### src/rtl/inst_fetch_ctrl.sv
// Instruction-fetch front end: one outstanding I-cache read, one-entry hold buffer, mispredict squash.
// Define FETCH_PERF_EN to add the fetch_cnt/squash_cnt performance counter outputs.
module inst_fetch_ctrl #(
  parameter logic [31:0] RESET_PC = 32'h0000_0060,
  parameter logic [31:0] NOP_INST = 32'h0000_0013
) (
  input  logic        clk,
  input  logic        rst,
  input  logic        stall_i,
  input  logic        br_mispredict,
  input  logic [31:0] br_target,
  output logic        inst_read,
  output logic [31:0] inst_addr,
  input  logic        inst_resp,
  input  logic [31:0] inst_rdata,
  output logic        valid_out,
  output logic [31:0] pc_out,
  output logic [31:0] data_out
`ifdef FETCH_PERF_EN
  ,
  output logic [31:0] fetch_cnt,
  output logic [31:0] squash_cnt
`endif
);

  localparam logic [1:0] IDLE   = 2'd0;
  localparam logic [1:0] REQ    = 2'd1;
  localparam logic [1:0] HOLD   = 2'd2;
  localparam logic [1:0] SQUASH = 2'd3;

  logic [1:0]  state_q, state_d;
  logic [31:0] pc_q, pc_d;
  logic [31:0] req_addr_q, req_addr_d;
  logic [31:0] hold_pc_q, hold_pc_d;
  logic [31:0] hold_data_q, hold_data_d;
  logic        valid_q, valid_d;
  logic [31:0] pc_out_q, pc_out_d;
  logic [31:0] data_out_q, data_out_d;
  logic        load;
  logic        slot_free;
  logic [31:0] tgt_aligned;

  assign tgt_aligned = br_target & ~32'h0000_0003;
  assign slot_free   = !valid_q || !stall_i;

  always_comb begin
    // NOTE: every combinational output gets a default first so no path can infer a latch.
    state_d     = state_q;
    pc_d        = pc_q;
    req_addr_d  = req_addr_q;
    hold_pc_d   = hold_pc_q;
    hold_data_d = hold_data_q;
    valid_d     = valid_q;
    pc_out_d    = pc_out_q;
    data_out_d  = data_out_q;
    load        = 1'b0;

    if (br_mispredict) begin
      // Redirect beats stall and response; a live read must still finish before retargeting.
      pc_d       = tgt_aligned;
      valid_d    = 1'b0;
      data_out_d = NOP_INST;
      case (state_q)
        REQ: begin
          if (inst_resp) req_addr_d = tgt_aligned;
          else           state_d    = SQUASH;
        end
        SQUASH: begin
          if (inst_resp) begin
            req_addr_d = tgt_aligned;
            state_d    = REQ;
          end
        end
        default: begin
          req_addr_d = tgt_aligned;
          state_d    = REQ;
        end
      endcase
    end else begin
      case (state_q)
        IDLE: begin
          req_addr_d = pc_q;
          state_d    = REQ;
        end
        REQ: begin
          if (inst_resp) begin
            if (slot_free) begin
              load       = 1'b1;
              pc_out_d   = req_addr_q;
              data_out_d = inst_rdata;
              pc_d       = req_addr_q + 32'd4;
              req_addr_d = req_addr_q + 32'd4;
            end else begin
              hold_pc_d   = req_addr_q;
              hold_data_d = inst_rdata;
              state_d     = HOLD;
            end
          end
        end
        HOLD: begin
          if (!stall_i) begin
            load       = 1'b1;
            pc_out_d   = hold_pc_q;
            data_out_d = hold_data_q;
            pc_d       = hold_pc_q + 32'd4;
            req_addr_d = hold_pc_q + 32'd4;
            state_d    = REQ;
          end
        end
        default: begin
          if (inst_resp) begin
            req_addr_d = pc_q;
            state_d    = REQ;
          end
        end
      endcase

      if (load)                      valid_d = 1'b1;
      else if (valid_q && !stall_i) begin
        valid_d    = 1'b0;
        data_out_d = NOP_INST;
      end
    end
  end

  always_ff @(posedge clk) begin
    // NOTE: sequential state uses non-blocking assignments so every flop samples pre-edge values.
    if (!rst) begin
      state_q     <= IDLE;
      pc_q        <= RESET_PC;
      req_addr_q  <= RESET_PC;
      hold_pc_q   <= '0;
      hold_data_q <= NOP_INST;
      valid_q     <= 1'b0;
      pc_out_q    <= '0;
      data_out_q  <= NOP_INST;
    end else begin
      state_q     <= state_d;
      pc_q        <= pc_d;
      req_addr_q  <= req_addr_d;
      hold_pc_q   <= hold_pc_d;
      hold_data_q <= hold_data_d;
      valid_q     <= valid_d;
      pc_out_q    <= pc_out_d;
      data_out_q  <= data_out_d;
    end
  end

  assign inst_read = (state_q == REQ) || (state_q == SQUASH);
  assign inst_addr = req_addr_q;
  assign valid_out = valid_q;
  assign pc_out    = pc_out_q;
  assign data_out  = data_out_q;

`ifdef FETCH_PERF_EN
  logic [31:0] fetch_cnt_q, fetch_cnt_d;
  logic [31:0] squash_cnt_q, squash_cnt_d;
  logic        discard;

  // A response is thrown away when it completes a squashed read or collides with a redirect.
  assign discard = inst_resp && ((state_q == SQUASH) || ((state_q == REQ) && br_mispredict));

  always_comb begin
    fetch_cnt_d  = fetch_cnt_q + {31'd0, load};
    squash_cnt_d = squash_cnt_q + {31'd0, discard};
  end

  always_ff @(posedge clk) begin
    if (!rst) begin
      fetch_cnt_q  <= '0;
      squash_cnt_q <= '0;
    end else begin
      fetch_cnt_q  <= fetch_cnt_d;
      squash_cnt_q <= squash_cnt_d;
    end
  end

  assign fetch_cnt  = fetch_cnt_q;
  assign squash_cnt = squash_cnt_q;
`endif

endmodule

### config.mk
export PLATFORM = sky130hd
export DESIGN_NAME = inst_fetch_ctrl
export DESIGN_NICKNAME = d
export VERILOG_FILES = /design/src/rtl/inst_fetch_ctrl.sv
export SDC_FILE = /design/constraint.sdc
export NUM_CORES = 1
export LEC_CHECK = 0
export CORE_ASPECT_RATIO = 1.5
export CORE_MARGIN = 3
export CORE_UTILIZATION = 55
export DETAILED_ROUTE_END_ITERATION = 16
export GPL_ROUTABILITY_DRIVEN = 0
export PLACE_DENSITY = 0.79
export REMOVE_ABC_BUFFERS = 1
export SETUP_SLACK_MARGIN = 0.02
export SYNTH_ARGS = -nofsm -noshare
export SYNTH_HDL_FRONTEND = slang
export SYNTH_SLANG_ARGS = --single-unit
export TNS_END_PERCENT = 10
### constraint.sdc
create_clock -name clk -period 4.2 [get_ports clk]
set_clock_uncertainty 0.2 [all_clocks]
set_input_delay 1.26 -clock clk [delete_from_list [all_inputs] [get_ports clk]]
set_output_delay 1.26 -clock clk [all_outputs]
set_load 0.005 [all_outputs]
# Word-level counts from Yosys, hierarchy flattened
# Index checks and enable logic that the tools add are counted.
[classes] n_eq_ne=12 add_sub_neg=2 reduce_logical=18 bitwise_logic=3 mux=35
[op_table] operator="$mux 32" n=16
[op_table] operator="$pmux 32 s2" n=3
[op_table] operator="$pmux 32 s3" n=1
[op_table] operator="$add 32x3->32 const B" n=2
[op_table] operator="$reduce_and 4->1" n=4
[op_table] operator="$ne 3x3->1 const B" n=5
[op_table] operator="$mux 2" n=6
[op_table] operator="$reduce_and 5->1" n=2
[op_table] operator="$mux 1" n=6
[op_table] operator="$ne 2x2->1 const B" n=3
[op_table] operator="$pmux 2 s3" n=1
[op_table] operator="$eq 2x2->1 const B" n=2
[op_table] operator="$pmux 2 s2" n=1
[op_table] operator="$reduce_bool 2->1" n=2
[op_table] operator="$reduce_bool 4->1" n=1
[op_table] operator="$reduce_or 2->1" n=2
[op_table] operator="$ne 3x2->1 const B" n=1
[op_table] operator="$not 1->1" n=3
[op_table] operator="$reduce_bool 3->1" n=1
[op_table] operator="$eq 2x1->1 const B" n=1
[op_table] operator="$logic_not 1->1" n=2
[op_table] operator="$logic_not 2->1" n=1
[op_table] operator="$logic_or 1x1->1" n=2
[op_table] operator="$pmux 1 s2" n=1
[op_table] operator="$logic_and 1x1->1" n=1
[totals] register_bits=195 wordCells=79 out_inout_bits=98 inputBits=69

# Logic depth before layout (Yosys ltp)
# Gate-level depths: netlist of the first run.
[depth] depth_word=7 ltp_mapped=11 depth_no_buf=8

# Least setup slack after synthesis of the first run
# No wires, ideal clock.
[synth_path] path_kind="in2reg" startpoint="input stall_i" endpoint="register req_addr_q[12] (netlist: inst_addr[12])" t_arrival_ps=2840 n_path_buf=3 required_ps=3878 setup_time_ps=122 setup_slack_ps=1038 cell_stages=8 cell_sequence="clkbuf_1 -> and3_1 -> a221oi_1 -> o21a_1 -> buf_2 -> nand2_1 -> clkbuf_1 -> o311a_1"
[synth_between] elab_chain_cells=4 elab_cells_between_ends=5 classes_between="eq/ne: 2; reduce/logical: 3"
[synth_rtl] item="from (decl)" line="9" rtl="input logic stall_i,"
[synth_rtl] item="$logic_not 1->1" line="44" rtl="assign slot_free = !valid_q || !stall_i;"
[synth_rtl] item="$logic_or 1x1->1" line="44"
[synth_rtl] item="$ne 3x3->1 (no source line)"
[synth_rtl] item="$reduce_and 5->1 (no source line) *"
[synth_rtl] item="to (signal assigned)" line="140" rtl="req_addr_q <= req_addr_d;"
[synth_rtl] item="to (decl)" line="33" rtl="logic [31:0] req_addr_q, req_addr_d;"
# Every way passes the cells marked *; elsewhere a longest branch is shown, timed or not.
# A chain may end at the register's enable or synchronous reset.

# Worst setup path in the final report of the first run
[layout_path] startpoint="input stall_i" endpoint="register req_addr_q[25] (netlist: inst_addr[25])"
# The elaborated chain is that of the path after synthesis.

==> metrics, run 1 <==
status finished clean; Die H 170 µm; setup violators final 0; crit-path max FO 13; post-layout min period around 3.6 ns; CTS buffer count 17; RSZ-0062 raised after global routing no; Max Fclk about 280 MHz; cts repair resizes 0; largest net degree at the start of global routing approximately 120; max_cap viols 0; Root Driver clkbuf_16; Synth Area per Inst between 7 and 8 µm²; all-layer global routing usage 0.318; drt total wl approximately 31 mm; Core ar. around 17000 µm²; Via density roughly 6.4; HP Start hold_data_q[9]$_SDFFE_PN0P_; Core Util, Final 0.700; Max H-tree Level 4; number of fill cells 1464; Placed Area around 12000 µm²; Max stage delay cell, worst path clkdlybuf4s50_1; wire per inst 20.1 µm; Initial Utilization 0.566; critical path arrival between 3 and 4 ns; Final Hold Viols 0; Cell Chain, Critical Path clkdlybuf4s50_1 -> and3_1 -> a221oi_1 -> o21a_1 -> nand2_1 -> a221oi_1 -> a221oi_2; Hold-fix buffers, CTS 0; layout cell share with drive strength beyond 1 0.0604; min-delay worst type flop to flop; Finished Cell Area between 10000 and 15000 µm²; EDFF count, synth 0; R2R Path Start state_q[1]$_SDFFE_PN0P_; antenna fix cells 0; DRT Pass-1 Iters 6; period utilisation layout 0.847; post-synthesis cell area about 9900 µm²; I/O pins around 170; CP Launch Type input pin; area of the die ~20000 µm²; CTS tree yes; Worst setup EP type flop; initial antenna violation count 0; Worst Setup SP stall_i; Final ANT Viol Nets 0; cells after synthesis between 1000 and 1500; maximum vdd ir drop about 0.26 mV; Ys Warns 0; first-pass GRT wire length between 40 and 50 mm; count of cell types in the netlist 63; most used cell, CP a221oi_1; Synth async-reset ratio 0; Layout area overhead 23.7%; Nets roughly 1400; DR vias 10000; post-CTS setup buffer count 0; Placement Rows a little under 60; Pins Over Slew Limit 0; CP Class input pin to flop; worst-skew pair later-pin latency ~0.43 ns; slew of the pin with the lowest slew margin between 0.9 and 1 ns; Overflow after GRT 0; DR iter-0 viols around 1000; Slew Limit Headroom 0.371; post-DP HPWL around 20 mm; Critical Path RT approximately 4.3 ns; # DRC 0; # clock sinks roughly 200; clock-pin slew of the registers on the worst-case setup and hold paths about 0.070 ns; IO Port Bufs about 160; total power 4970 µW; static leakage roughly 0.0042 µW; Seq/Total Area, Yosys 0.394; vias in the first global route slightly below 10000; PD cells around 410 nW/µm²; Die W 116 µm; flop and latch count out of synthesis 195; Synth Flop Type dfxtp_1; deepest clock path buffer count 2; biggest cell delay along the critical path around 0.56 ns
[Yosys cell counts, drive strengths merged (3+ instances only)]
cell / instances / area [µm²]
nor2: 119 / 447
a221oi: 18 / 164
and4: 4 / 35.0
o211a: 5 / 50.1
o22ai: 7 / 43.8
a211oi: 42 / 315
mux2i: 35 / 350
xnor2: 31 / 272
ha: 8 / 100
a32oi: 3 / 26.3
and3: 14 / 87.6
nor3: 24 / 120
inv: 17 / 63.8
o211ai: 25 / 188
a31oi: 7 / 43.8
nand2b: 7 / 43.8
nor4: 17 / 143
a22oi: 45 / 338
clkbuf: 98 / 368
or2: 3 / 18.8
a22o: 32 / 280
o21ai: 46 / 230
a21oi: 101 / 505
buf: 15 / 75.1
nand3: 38 / 195
o2bb2ai: 3 / 26.3
a41oi: 3 / 26.3
a311oi: 4 / 35.0
nand4: 18 / 119
xor2: 25 / 219
o311ai: 3 / 26.3
o221ai: 6 / 52.6
nand2: 198 / 743
dfxtp: 195 / 3900
a221o: 3 / 30.0
[sequential cells by signal, indices dropped and copies added (netlist names)]
name and flops:
data_out 32, hold_data_q 32, hold_pc_q 32, inst_addr 32, pc_out 32, pc_q 32
state_q 2, valid_out 1
[through the flow]
step	hold WS (ns)	worst slack (ns)	setup TNS (ns)	instances
6_report	0.255	0.643	0	1570
5_1_grt	0.275	0.482	0	1570
4_1_cts	0.257	0.687	0	1570
3_5_place_dp	0.247	0.223	0	1539
3_3_place_gp	0.239	0.257	0	1539
2_1_floorplan	0.230	-1.50	-193.81	1132
[power by group]
part           switching (µW)  internal (µW)
Sequential                162           1980
Combinational             633            514
Clock                     743            936
Total                    1540           3430
[cells by family after synthesis]
logic type | Yosys count | share of synthesized area
xor+xnor | 56 | 0.0495
mux | 36 | 0.0365
buf+inv | 131 | 0.0516
flops | 195 | 0.394
compound gates | 368 | 0.255
fa+ha+maj | 8 | 0.0101
simple gates | 451 | 0.203
[path summary, 6_finish.rpt]
check | end | slack, ns | depth (start not counted)
hold reg to reg | hold_data_q[9]$_SDFFE_PN0P_ | 0.25 | 2
setup reg to reg | inst_addr[25]$_SDFFE_PN0P_ | 1.02 | 9
setup / recovery | inst_addr[25]$_SDFFE_PN0P_ | 0.64 | 7
hold / removal | hold_data_q[9]$_SDFFE_PN0P_ | 0.25 | 2
[critical path, delay by kind of cell]
family	cells	cell delay [ns]
compound gates	4	1.15
buf+inv	1	0.56
simple gates	2	0.67
[final cells by class]
| type | count | area (µm²) | share of cell area |
|---|---|---|---|
| Clock inverter | 13 | 160 | 0.0131 |
| Timing Repair Buffer | 194 | 1890 | 0.155 |
| Multi-Input combinational cell | 919 | 5530 | 0.451 |
| Clock buffer | 18 | 429 | 0.0350 |
| Tap cell | 213 | 267 | 0.0218 |
| Inverter | 18 | 68.8 | 0.00562 |
| Sequential cell | 195 | 3900 | 0.319 |
[layout by cell type (no fill, tap or decap), types with 4 or more instances in the layout]
cell               n
a21oi_1          100
dfxtp_1          195
o21ai_0           44
clkdlybuf4s50_1  162
nand2_1          198
o22ai_1            7
xnor2_1           31
buf_4             27
o211a_1            5
xor2_1            25
nor4_1            14
o211ai_1          25
nand4_1           17
inv_1             16
a211oi_1          42
a22o_1            32
and4_1             4
a221oi_1          17
mux2i_1           35
ha_1               6
nor2_1           117
o221ai_1           6
nand2b_1           7
a31oi_1            7
and3_1            14
nand3_1           37
clkinv_2           5
clkbuf_16         17
nor3_1            23
a22oi_1           45
[routing by layer]
layer | GRT usage | vias up | part of all wire
li1 | - | 4697 | -
met1 | 0.369 | 4733 | 0.38
met2 | 0.530 | 503 | 0.49
met3 | 0.0850 | 98 | 0.095
met4 | 0.168 | 0 | 0.041
met5 | 0 | - | 0
No activity file was read; power rests on OpenSTA's default activity.
==> run 2: changes to the inputs <==
--- a/config.mk
+++ b/config.mk
@@ -7,10 +7,10 @@
 export LEC_CHECK = 0
 export CORE_ASPECT_RATIO = 1.5
 export CORE_MARGIN = 3
-export CORE_UTILIZATION = 55
+export CORE_UTILIZATION = 54
 export DETAILED_ROUTE_END_ITERATION = 16
 export GPL_ROUTABILITY_DRIVEN = 0
-export PLACE_DENSITY = 0.79
+export PLACE_DENSITY = 0.78
 export REMOVE_ABC_BUFFERS = 1
 export SETUP_SLACK_MARGIN = 0.02
 export SYNTH_ARGS = -nofsm -noshare
==> constraint.sdc (replaced) <==
create_clock -name clk -period 3.4 [get_ports clk]
set_clock_uncertainty 0.2 [all_clocks]
set_input_delay 1.02 -clock clk [delete_from_list [all_inputs] [get_ports clk]]
set_output_delay 1.02 -clock clk [all_outputs]
set_load 0.005 [all_outputs]
==> run 2 against run 1 <==
Count of clock-buffer cells in the layout is 2 higher; sequential power is 23% higher; routed wire length is 0.64% higher; worst hold slack better by 0.0020 ns; cell area is 1.5% higher; utilization is 0.70 points lower; critical path type is now flop to primary output; largest power group unchanged.
==> metrics, run 2 (synthesized netlist as in run 1, its figures left out) <==
Max H-tree Level 4 (unchanged); Worst setup EP type primary output; Psw 1920 µW (+25%); Initial Utilization 0.552 (-0.0141); Core ar. 17900 µm² (+2.6%); Hold-fix buffers, CTS 0 (unchanged); wire per inst 19.8 µm (-1.1%); Root Driver clkbuf_16; Comb power frac 0.245 (+0.014); cts repair resizes 0 (unchanged); Max Fclk 311 MHz; post-layout min period about 3.2 ns; Overflow after GRT 0 (unchanged); critical path arrival 2.00 ns (-1.65 ns); clock share of power 0.318 (-0.020); min-delay worst type flop to flop; worst-skew pair later-pin latency 0.43 ns (about the same); leading cell type in the layout, fill and taps excluded nand2_1; switching part of the total 0.318 (+0.00852); Final ANT Viol Nets 0 (unchanged); I/O pins 167 (unchanged); Via density 6.35 (-0.68%); max_cap viols 0 (unchanged); largest net degree at the start of global routing 117 (unchanged); Inst Count DP 1565 (+1.7%); first-pass GRT wire length 50.3 mm (+0.70%); Critical Path RT 2.18 ns (-2.11 ns); clock-pin slew of the registers on the worst-case setup and hold paths 0.07 ns (about the same); IO Port Bufs 164 (unchanged); Nets 1444 (+1.5%); Reg power frac 0.438 (+0.007); Die W 117 µm (+0.87%); post-route insts no fill 1597 (+1.7%); deepest clock path buffer count 2 (unchanged); total power 6020 µW (+21%); Layout area overhead 25.6%; CTS tree yes; Final TNS setup 0 ns (unchanged); slew of the pin with the lowest slew margin 1.04 ns (+0.108 ns); CP Launch Type flop; CP Class flop to primary output; Pint 4110 µW (+20%); Slew Limit Headroom 0.302 (-0.0691); DR vias 10100 (+1.0%); antenna fix cells 0 (unchanged); all-layer global routing usage 0.315 (-0.00302); Pins Over Slew Limit 0 (unchanged); Final Hold Viols 0 (unchanged); DR iter-0 viols 1067 (+3.5%); area of the die 20000 µm² (+1.8%); DRT Pass-1 Iters 6 (unchanged); layout cell share with drive strength beyond 1 0.0761 (+0.0157); static leakage 0.00434 µW (+2.2%); period utilisation layout 0.947; PD cells 484 nW/µm² (+19%); # DRC 0 (unchanged); initial antenna violation count 0 (unchanged); commonest non-fill, non-tap cells in the layout 198 x nand2_1, 195 x dfxtp_1, 162 x clkdlybuf4s50_1, 117 x nor2_1, 100 x a21oi_1; crit-path max FO 5 (-8); status finished clean; post-DP HPWL 20.8 mm (+2.7%); Placed Area 11900 µm² (+1.9%); Finished Cell Area 12400 µm² (+1.5%); Die H 172 µm (+0.89%); CTS buffer count 17 (unchanged); # clock sinks 195 (unchanged); setup violators final 0 (unchanged); drt total wl 31.7 mm (+0.64%); vias in the first global route 9813 (-1.1%); RSZ-0062 raised after global routing no; maximum vdd ir drop 0.354 mV (+36%); Placement Rows 60 (+1.7%); post-CTS setup buffer count 0 (unchanged)
-- run 2: changes by cell type in the layout (fill, tap and decap cells not counted) --
cell,change
buf_4,+18
buf_12,+4
bufinv_16,-3
clkinv_2,-3
clkbuf_8,+2
clkinv_4,+2
clkinvlp_4,+2
inv_8,+1
-- run 2: path summary, 6_finish.rpt --
| kind | startpoint | to | slack (ns) | cells past startpoint |
|---|---|---|---|---|
| worst max register to register | state_q[0]$_SDFFE_PN0P_ | pc_q[30]$_SDFFE_PN0P_ | 0.55 | 7 |
| worst min-delay path | hold_data_q[12]$_SDFFE_PN0P_ | hold_data_q[12]$_SDFFE_PN0P_ | 0.26 | 2 |
| worst max-delay path | state_q[1]$_SDFFE_PN0P_ | inst_read | 0.18 | 4 |
| worst min register to register | hold_data_q[12]$_SDFFE_PN0P_ | hold_data_q[12]$_SDFFE_PN0P_ | 0.26 | 2 |
-- run 2: metal layers --
layer  track usage  wire length (µm)  vias to the layer above
met1         0.371             11800                     4749
met2         0.520             15300                      528
met3        0.0816              3000                      113
li1              -                 -                     4744
met5             0                 0                        -
met4         0.169              1580                        0
-- run 2: stage by stage --
stage               setup slack (ns)  hold slack, ns   util
floorplan                      -2.30           0.230      -
global placement               0.111           0.242  0.662
detailed placement            0.0787           0.248  0.662
CTS                            0.160           0.258  0.693
global route                  0.0809           0.271  0.693
finish                         0.181           0.257  0.693
-- run 2: area by class of cell --
cell class,instances,area (µm²)
multi-input combinational,919,5530
inverter,18,68.8
clock inverter,12,98.8
fill,1463,5500
sequential,195,3900
tap,217,272
timing repair buffer,216,2110
clock buffer,20,457
-- run 2: critical path: stages (launching register included) --
cell and delay, ns:
dfxtp_1 0.43, inv_1 0.12, ha_1 0.24, or2_2 0.33, clkdlybuf4s50_1 0.45
-- run 2: power groups by stage --
stage | Clock, µW | Combinational (µW) | Sequential [µW]
after floorplan | 0 | 739 | 2640
after global placement | 0 | 1430 | 2680
after detailed placement | 0 | 1450 | 2680
after CTS | 1940 | 1460 | 2630
after global routing | 2020 | 1600 | 2660
final | 1910 | 1470 | 2630
==> run 3: changes to the inputs <==
--- a/config.mk
+++ b/config.mk
@@ -10,6 +10,7 @@
 export CORE_UTILIZATION = 54
 export DETAILED_ROUTE_END_ITERATION = 16
 export GPL_ROUTABILITY_DRIVEN = 0
+export GPL_TIMING_DRIVEN = 0
 export PLACE_DENSITY = 0.78
 export REMOVE_ABC_BUFFERS = 1
 export SETUP_SLACK_MARGIN = 0.02
==> run 3 against run 2 <==
Final cell count down 1.8%; first-iteration DRC count rose by 14%; cell area up 0.65%; sequential share of layout area decreased by 0.19 points; die area is the same; via count rose by 1.7%; non-clock buffer count shrank 31; worst hold slack got worse by 0.0026 ns; routed wire length up 5.6%; sequential power barely moved; register-to-register slack lost 0.40 ns; global-route usage up 1.5 points; highest routed layer unchanged.
==> metrics, run 3 (synthesized netlist as in run 1, its figures left out) <==
status finished clean; Worst setup EP type primary output; critical path arrival 2.05 ns (+0.05 ns); number of fill cells 1476 (+0.89%); CP Launch Type flop; min-delay worst type flop to flop; area of the multi-input gates 5710 µm² (+3.3%); largest net degree at the start of global routing 87 (-26%); Critical Path RT 2.18 ns (about the same); static leakage 0.00428 µW (-1.3%); max_cap viols 0 (unchanged); all-layer global routing usage 0.330 (+0.0155); Setup WS post-layout 0.126 ns (-0.0548 ns); drt total wl 33.5 mm (+5.6%); layout cell share with drive strength beyond 1 0.0695 (-0.00656); Nets 1416 (-1.9%); IO Port Bufs 164 (unchanged); Overflow after GRT 0 (unchanged); Placed Area 11700 µm² (-1.4%); RSZ-0062 raised after global routing yes; post-layout min period 3.27 ns (+0.0548 ns); post-DP HPWL 20.3 mm (-2.3%); Hold-fix buffers, CTS 0 (unchanged); initial antenna violation count 0 (unchanged); Root Driver clkbuf_16; Slew Limit Headroom 0.240 (-0.0620); Setup Slack @ Placement -2.64 ns (-2.72 ns); commonest non-fill, non-tap cells in the layout 194 x nand2_1, 194 x dfxtp_1, 160 x clkdlybuf4s50_1, 116 x nor2_1, 100 x a21oi_1; Via density 6.57 (+3.5%); wire per inst 21.3 µm (+7.5%); worst-skew pair later-pin latency 0.44 ns (about the same); Finished Cell Area 12500 µm² (+0.65%); Final ANT Viol Nets 0 (unchanged); vias in the first global route 9961 (+1.5%); period utilisation layout 0.963 (+0.0161); Die W 117 µm (unchanged); Die H 172 µm (unchanged); antenna fix cells 0 (unchanged); PD cells 493 nW/µm² (+1.9%); first-pass GRT wire length 52.1 mm (+3.6%); crit-path max FO 16 (+11); Reg area 3910 µm² (about the same); DR iter-0 viols 1215 (+14%); Layout area overhead 26.4%; Max Fclk 305 MHz (-1.7%); Final Hold Viols 0 (unchanged); Pins Over Slew Limit 0 (unchanged); # clock sinks 195 (unchanged); CTS tree yes; slew of the pin with the lowest slew margin 1.14 ns (+0.0927 ns); maximum vdd ir drop 0.373 mV (+5.4%); Max H-tree Level 4 (unchanged); I/O pins 167 (unchanged); clock-pin slew of the registers on the worst-case setup and hold paths 0.07 ns (about the same); DR vias 10300 (+1.7%); area of the die 20000 µm² (unchanged); Placement Rows 60 (unchanged); Core ar. 17900 µm² (unchanged); deepest clock path buffer count 2 (unchanged); CTS buffer count 17 (unchanged); CP Class flop to primary output; DRT Pass-1 Iters 6 (unchanged); # DRC 0 (unchanged); Initial Utilization 0.552 (unchanged); setup violators final 0 (unchanged)
==> run 3: repair_timing <==
action | CTS | global route
buffers inserted | 6 | 0
pin swaps | 3 | 2
gates resized for setup | 22 | 8
setup endpoints to repair | 130 | 23
gates cloned | 3 | 0
==> run 3: layer usage <==
metal / GRT usage / vias to the layer above / wire, µm
li1: - / 4688 / -
met1: 0.379 / 4852 / 12100
met2: 0.537 / 611 / 16000
met3: 0.0998 / 152 / 3540
met4: 0.199 / 0 / 1900
met5: 0 / - / 0
==> run 3: through the flow <==
| stage | std cells | utilization | TNS (ns) | power, µW | hold WS (ns) |
|---|---|---|---|---|---|
| global placement | 1513 | 0.634 | -1056.62 | 4040 | 0.240 |
| global route | 1569 | 0.698 | 0 | 6410 | 0.273 |
| detailed placement | 1528 | 0.653 | -129.33 | 4090 | 0.244 |
| CTS | 1569 | 0.696 | 0 | 6150 | 0.254 |
| finish | 1569 | 0.698 | 0 | 6180 | 0.254 |
| floorplan | 1132 | - | -345.57 | 3380 | 0.230 |
==> run 3: worst paths after layout <==
path                           start                     to  slack, ns  depth (start not counted)
min             pc_q[3]$_SDFFE_PN0P_   pc_q[3]$_SDFFE_PN0P_       0.25                          2
max          state_q[1]$_SDFFE_PN0P_              inst_read       0.13                          4
min reg2reg     pc_q[3]$_SDFFE_PN0P_   pc_q[3]$_SDFFE_PN0P_       0.25                          2
max reg2reg  state_q[0]$_SDFFE_PN0P_  pc_q[26]$_SDFFE_PN0P_       0.15                          8
==> run 3: layout make-up <==
cell class              instances  area share
clock buffers                  18      0.0351
clock inverters                14      0.0109
inverters                      18     0.00570
multi-input cells             922       0.456
flip-flops and latches        195       0.312
well taps                     217      0.0217
repair buffers                185       0.159
==> run 3: critical path: stages (launching register included) <==
cell,delay (ns)
dfxtp_2,0.39
inv_1,0.13
ha_4,0.28
or2_2,0.35
clkdlybuf4s50_1,0.46
==> run 3: power by group <==
part	leakage, µW	switching (µW)	total [µW]	internal, µW
registers	0.00159	203	2650	2440
clock network	0.000282	999	2000	997
logic	0.00241	856	1530	676
total	0.00428	2060	6180	4120
